**config.mk**
```make
export PLATFORM = sky130hd
export DESIGN_NAME = preedge_sync_fifo
export DESIGN_NICKNAME = d
export VERILOG_FILES = /design/src/rtl/preedge_sync_fifo.sv
export SDC_FILE = /design/constraint.sdc
export NUM_CORES = 1
export LEC_CHECK = 0
export CORE_ASPECT_RATIO = 1.75
export CORE_MARGIN = 3
export CORE_UTILIZATION = 40
export DETAILED_ROUTE_END_ITERATION = 16
export PLACE_DENSITY = 0.6
export SLEW_MARGIN = 25
export SYNTH_ARGS = -nofsm -noshare
export SYNTH_HDL_FRONTEND = slang
export SYNTH_SLANG_ARGS = --single-unit
```
**constraint.sdc**
```tcl
create_clock -name CLK -period 3.92 [get_ports CLK]
set_input_delay 1.176 -clock CLK [delete_from_list [all_inputs] [get_ports CLK]]
set_output_delay 1.176 -clock CLK [all_outputs]
set_load 0.005 [all_outputs]
```
**src/rtl/preedge_sync_fifo.sv**
```systemverilog
// Fast-to-slow crossing FIFO clocked on the fast clock; slow-side view updates only on PREEDGE edges.
// Optional sticky ERR output enabled by defining PREEDGE_SYNC_FIFO_ERR_EN.
module preedge_sync_fifo #(
  parameter int WIDTH = 8,
  parameter int DEPTH = 4,
  parameter int AW    = 2
) (
  input  logic             CLK,
  input  logic             RST,
  input  logic             ENQ,
  input  logic [WIDTH-1:0] D_IN,
  output logic             FULL_N,
  input  logic             PREEDGE,
  input  logic             DEQ,
  output logic [WIDTH-1:0] D_OUT,
  output logic             EMPTY_N
`ifdef PREEDGE_SYNC_FIFO_ERR_EN
  ,
  output logic             ERR
`endif
);

  localparam logic [AW:0] L_DEPTH = (AW+1)'(DEPTH);

  logic [WIDTH-1:0] r_mem [DEPTH];
  logic [AW-1:0]    r_wptr;
  logic [AW-1:0]    r_rptr;
  logic [AW:0]      r_count;
  logic [WIDTH-1:0] r_d_out;
  logic             r_empty_n;

  logic             w_full_n;
  logic             w_enq;
  logic             w_pop;
  logic [AW-1:0]    w_rptr_next;
  logic [AW:0]      w_count_popped;

  // Handshake: an enqueue happens when ENQ=1 and FULL_N=1 on the same edge; a dequeue
  // happens when DEQ=1 and EMPTY_N=1 on an edge with PREEDGE=1. Other requests are dropped.
  assign w_full_n       = (r_count != L_DEPTH);
  assign w_enq          = ENQ & w_full_n;
  assign w_pop          = PREEDGE & DEQ & r_empty_n;
  assign w_rptr_next    = r_rptr + AW'(w_pop);
  assign w_count_popped = r_count - (AW+1)'(w_pop);

  assign FULL_N  = w_full_n;
  assign D_OUT   = r_d_out;
  assign EMPTY_N = r_empty_n;

  always_ff @(posedge CLK) begin
    if (w_enq) begin
      r_mem[r_wptr] <= D_IN;
    end
  end

  // The slow view uses pre-enqueue state, so a same-edge write shows up one PREEDGE later.
  always_ff @(posedge CLK) begin
    if (RST) begin
      r_wptr    <= '0;
      r_rptr    <= '0;
      r_count   <= '0;
      r_d_out   <= '0;
      r_empty_n <= 1'b0;
    end else begin
      if (w_enq) begin
        r_wptr <= r_wptr + AW'(1);
      end
      r_rptr  <= w_rptr_next;
      r_count <= r_count + (AW+1)'(w_enq) - (AW+1)'(w_pop);
      if (PREEDGE) begin
        r_empty_n <= (w_count_popped != '0);
        if (w_count_popped != '0) begin
          r_d_out <= r_mem[w_rptr_next];
        end
      end
    end
  end

`ifdef PREEDGE_SYNC_FIFO_ERR_EN
  always_ff @(posedge CLK) begin
    if (RST) begin
      ERR <= 1'b0;
    end else if ((ENQ & ~w_full_n) | (PREEDGE & DEQ & ~r_empty_n)) begin
      ERR <= 1'b1;
    end
  end
`endif

endmodule

```
==> metrics.txt <==
depth of the worst register-to-register path 11; outcome completed; maximum vdd drop 0.000350 V; total global routing overflow 0; x dimension of the die 58.3 um; leakage component of the power 0.864 nW; count of H-tree levels built during CTS 2; syn_nets 135; type of the tightest min-delay check flop to flop; utilization after layout 50.5%; setup repair after global routing missed its margin no; count of nets left with antenna violations after detail routing 0; fin crit period 3080 ps; CTS hold repair buffers 0; largest cells by area after synthesis sky130_fd_sc_hd__edfxtp_1 (50%), sky130_fd_sc_hd__dfxtp_1 (17%), sky130_fd_sc_hd__mux4_2 (9.4%), sky130_fd_sc_hd__ha_1 (4.6%), sky130_fd_sc_hd__mux2i_1 (4.2%); most instantiated flip-flop cell in the synthesis netlist sky130_fd_sc_hd__edfxtp_1; count of flip-flops with a built-in enable after synthesis 32; number of I/O pins 23; number of hold violations in the final report 0; clock-pin transition on the worst setup and hold timing paths 80 ps; Clock Sinks 48; Clk Tree Root Cell sky130_fd_sc_hd__clkbuf_8; sequential power share 51.2%; final critical-path setup slack 839 ps; number of design-rule violations left by the first detailed-router iteration 12; gp weighted congestion 0.744; pwr dens 561 nW/um2; final-report max-slew violation count 0; maximum clock insertion buffer count 2; worst flop-to-flop path startpoint r_count[2]; Worst Clk Skew 10.2 ps; Synth Warn # 0; capture point of the worst path D_OUT[6]; average vias per placed instance 5.15; Layout area overhead 19.4%; HPWL after DPL 2180 um; initial antenna violation count 0; startpoint of the worst setup timing path DEQ; later-pin clock latency in the skew report 290 ps; nature of the critical path endpoint flop; largest driver fanout on the critical path 9; post-synthesis cell type count 25; Max-Slew Margin vs Limit 55.3%; async set or reset register ratio after synthesis 0%; Setup CP Type input pin to flop; post-cts repair resize count 0; final setup TNS 0 ps; global-route wire length before repair 5240 um; clock network power share 26.5%; sequential element share of the synthesized area 66.9%; reported max-cap violation count 0; GR Util All Layers 12.6%; fraction of layout instances using a drive strength above 1 14.8%; reg-to-reg endpoint r_count[2]; gate count of the mapped netlist 114; number of global-route vias before repair 1125; post-layout net count 162; area share of the largest cell type after synthesis 50.2%; starting utilization of the core area 42.3%; mean routed wirelength per cell 16.5 um; Switching Fraction 24.5%; part of the power in combinational logic 22.2%; Detailed Routing Iterations Pass 1 4; CTS Buf Count 5; critical path required time 4070 ps; overall die area 5680 um2; total of flip-flops plus latches after synthesis 48; library cell with the largest summed area after synthesis sky130_fd_sc_hd__edfxtp_1; Worst Tran Pin Value 668 ps; FP Rows 32; synthesized area per cell 16.8 um2; TritonCTS clock tree yes; Placement Setup Slack 498 ps; number of buffers added on ports 22; internal power of the cells 0.000967 W; wire length after detailed routing 3180 um; switching power 0.000314 W; internal reg-to-reg setup slack 1520 ps; post-CTS setup repair buffer count 0; arrival time reported for the critical path endpoint 3230 ps; startpoint types input pin; vertical die dimension 97.5 um; fraction of the cycle the final worst path needs 78.6%; maximum clock frequency 325 MHz; diodes inserted 0; total core area 4520 um2; maximum number of pins on one net before global-route repair 17; Final setup viols 0; cell area after technology mapping 1910 um2; DRC violations left 0; routed via count 994
-- layout by cell type, fill, tap and decap left out, types with 2 or more instances in the layout --
cell / instances
sky130_fd_sc_hd__clkdlybuf4s50_1: 22
sky130_fd_sc_hd__clkbuf_8: 5
sky130_fd_sc_hd__ha_1: 7
sky130_fd_sc_hd__nor2_1: 11
sky130_fd_sc_hd__xnor2_1: 2
sky130_fd_sc_hd__inv_1: 4
sky130_fd_sc_hd__edfxtp_1: 32
sky130_fd_sc_hd__dfxtp_1: 16
sky130_fd_sc_hd__mux2i_1: 8
sky130_fd_sc_hd__nand2_1: 2
sky130_fd_sc_hd__and3_1: 6
sky130_fd_sc_hd__clkbuf_1: 2
sky130_fd_sc_hd__nor2b_1: 3
sky130_fd_sc_hd__mux4_2: 8
-- layer usage --
| metal | track usage [%] | up-vias | part of all wire, % |
|---|---|---|---|
| met1 | 13.8 | 498 | 41 |
| met5 | 0 | - | 0 |
| li1 | - | 470 | - |
| met3 | 2.93 | 5 | 3.0 |
| met4 | 6.43 | 0 | 2.0 |
| met2 | 21.6 | 21 | 54 |
-- power by group through the flow --
stage,clock [W],sequential [W],combinational [W]
after floorplan,0,0.000659,0.000190
after global placement,0,0.000665,0.000284
after detailed placement,0,0.000669,0.000291
after CTS,0.000349,0.000658,0.000293
after global routing,0.000371,0.000666,0.000320
final,0.000340,0.000657,0.000285
-- registers in the layout, indices dropped and copies added, names as in the netlist --
register / count
r_rptr: 2
r_count: 3
D_OUT: 8
EMPTY_N: 1
r_mem: 32
r_wptr: 2
-- critical path, cell delays in order --
cell and delay [ps]:
sky130_fd_sc_hd__clkdlybuf4s50_1 450, sky130_fd_sc_hd__and3_1 210, sky130_fd_sc_hd__ha_1 630, sky130_fd_sc_hd__mux4_2 560
sky130_fd_sc_hd__mux2i_1 140, sky130_fd_sc_hd__nor2_1 60
-- cell families (layout without fill, tap and decap cells) --
kind of cell               after synthesis  after routing  share of synthesized area [%]
AOI/OAI and AO/OA                        4              4                           1.96
xor gates and xnor gates                 4              4                           2.22
adders and majority gates                8              8                           5.62
buffers and inverters                    8             36                           2.35
DFF                                     48             48                           66.9
muxes                                   16             16                           13.6
and+or+nand+nor                         26             26                           7.32
-- worst min path at each step --
stage                            to  depth (start not counted)  slack, ps       from
final                      D_OUT[4]                          2        500   D_OUT[4]
after CTS                  D_OUT[4]                          2        510   D_OUT[4]
after floorplan           r_wptr[1]                          2        470  r_wptr[1]
after global placement     D_OUT[4]                          2        470   D_OUT[4]
after detailed placement   D_OUT[4]                          2        490   D_OUT[4]
after global routing       D_OUT[0]                          2        550   D_OUT[0]
-- cell usage after synthesis, drive strengths merged (2+ instances only) --
| master | n |
|---|---|
| a21oi | 2 |
| and3 | 6 |
| buf | 3 |
| dfxtp | 16 |
| edfxtp | 32 |
| ha | 7 |
| inv | 5 |
| mux2i | 8 |
| mux4 | 8 |
| nand2 | 2 |
| nor2 | 11 |
| nor2b | 3 |
| xnor2 | 2 |
| xor2 | 2 |
-- per-stage QoR --
stage                     std cells  hold slack (ps)  power [W]  cell area [um2]
final                           193              502    0.00128             2290
after CTS                       193              512    0.00130             2290
after floorplan                 114              475   0.000849             1910
after detailed placement        185              492   0.000960             2180
after global placement          185              475   0.000949             2180
after global routing            193              547    0.00136             2290
-- final cells by class --
| cell class | count | area [um2] |
|---|---|---|
| timing repair buffer | 23 | 228 |
| multi-input combinational | 58 | 588 |
| clock buffer | 7 | 76.3 |
| fill | 403 | 2240 |
| sequential | 48 | 1280 |
| tap | 51 | 63.8 |
| inverter | 5 | 18.8 |
| clock inverter | 1 | 30.0 |
Note: power is estimated with default switching activity, not from simulation.
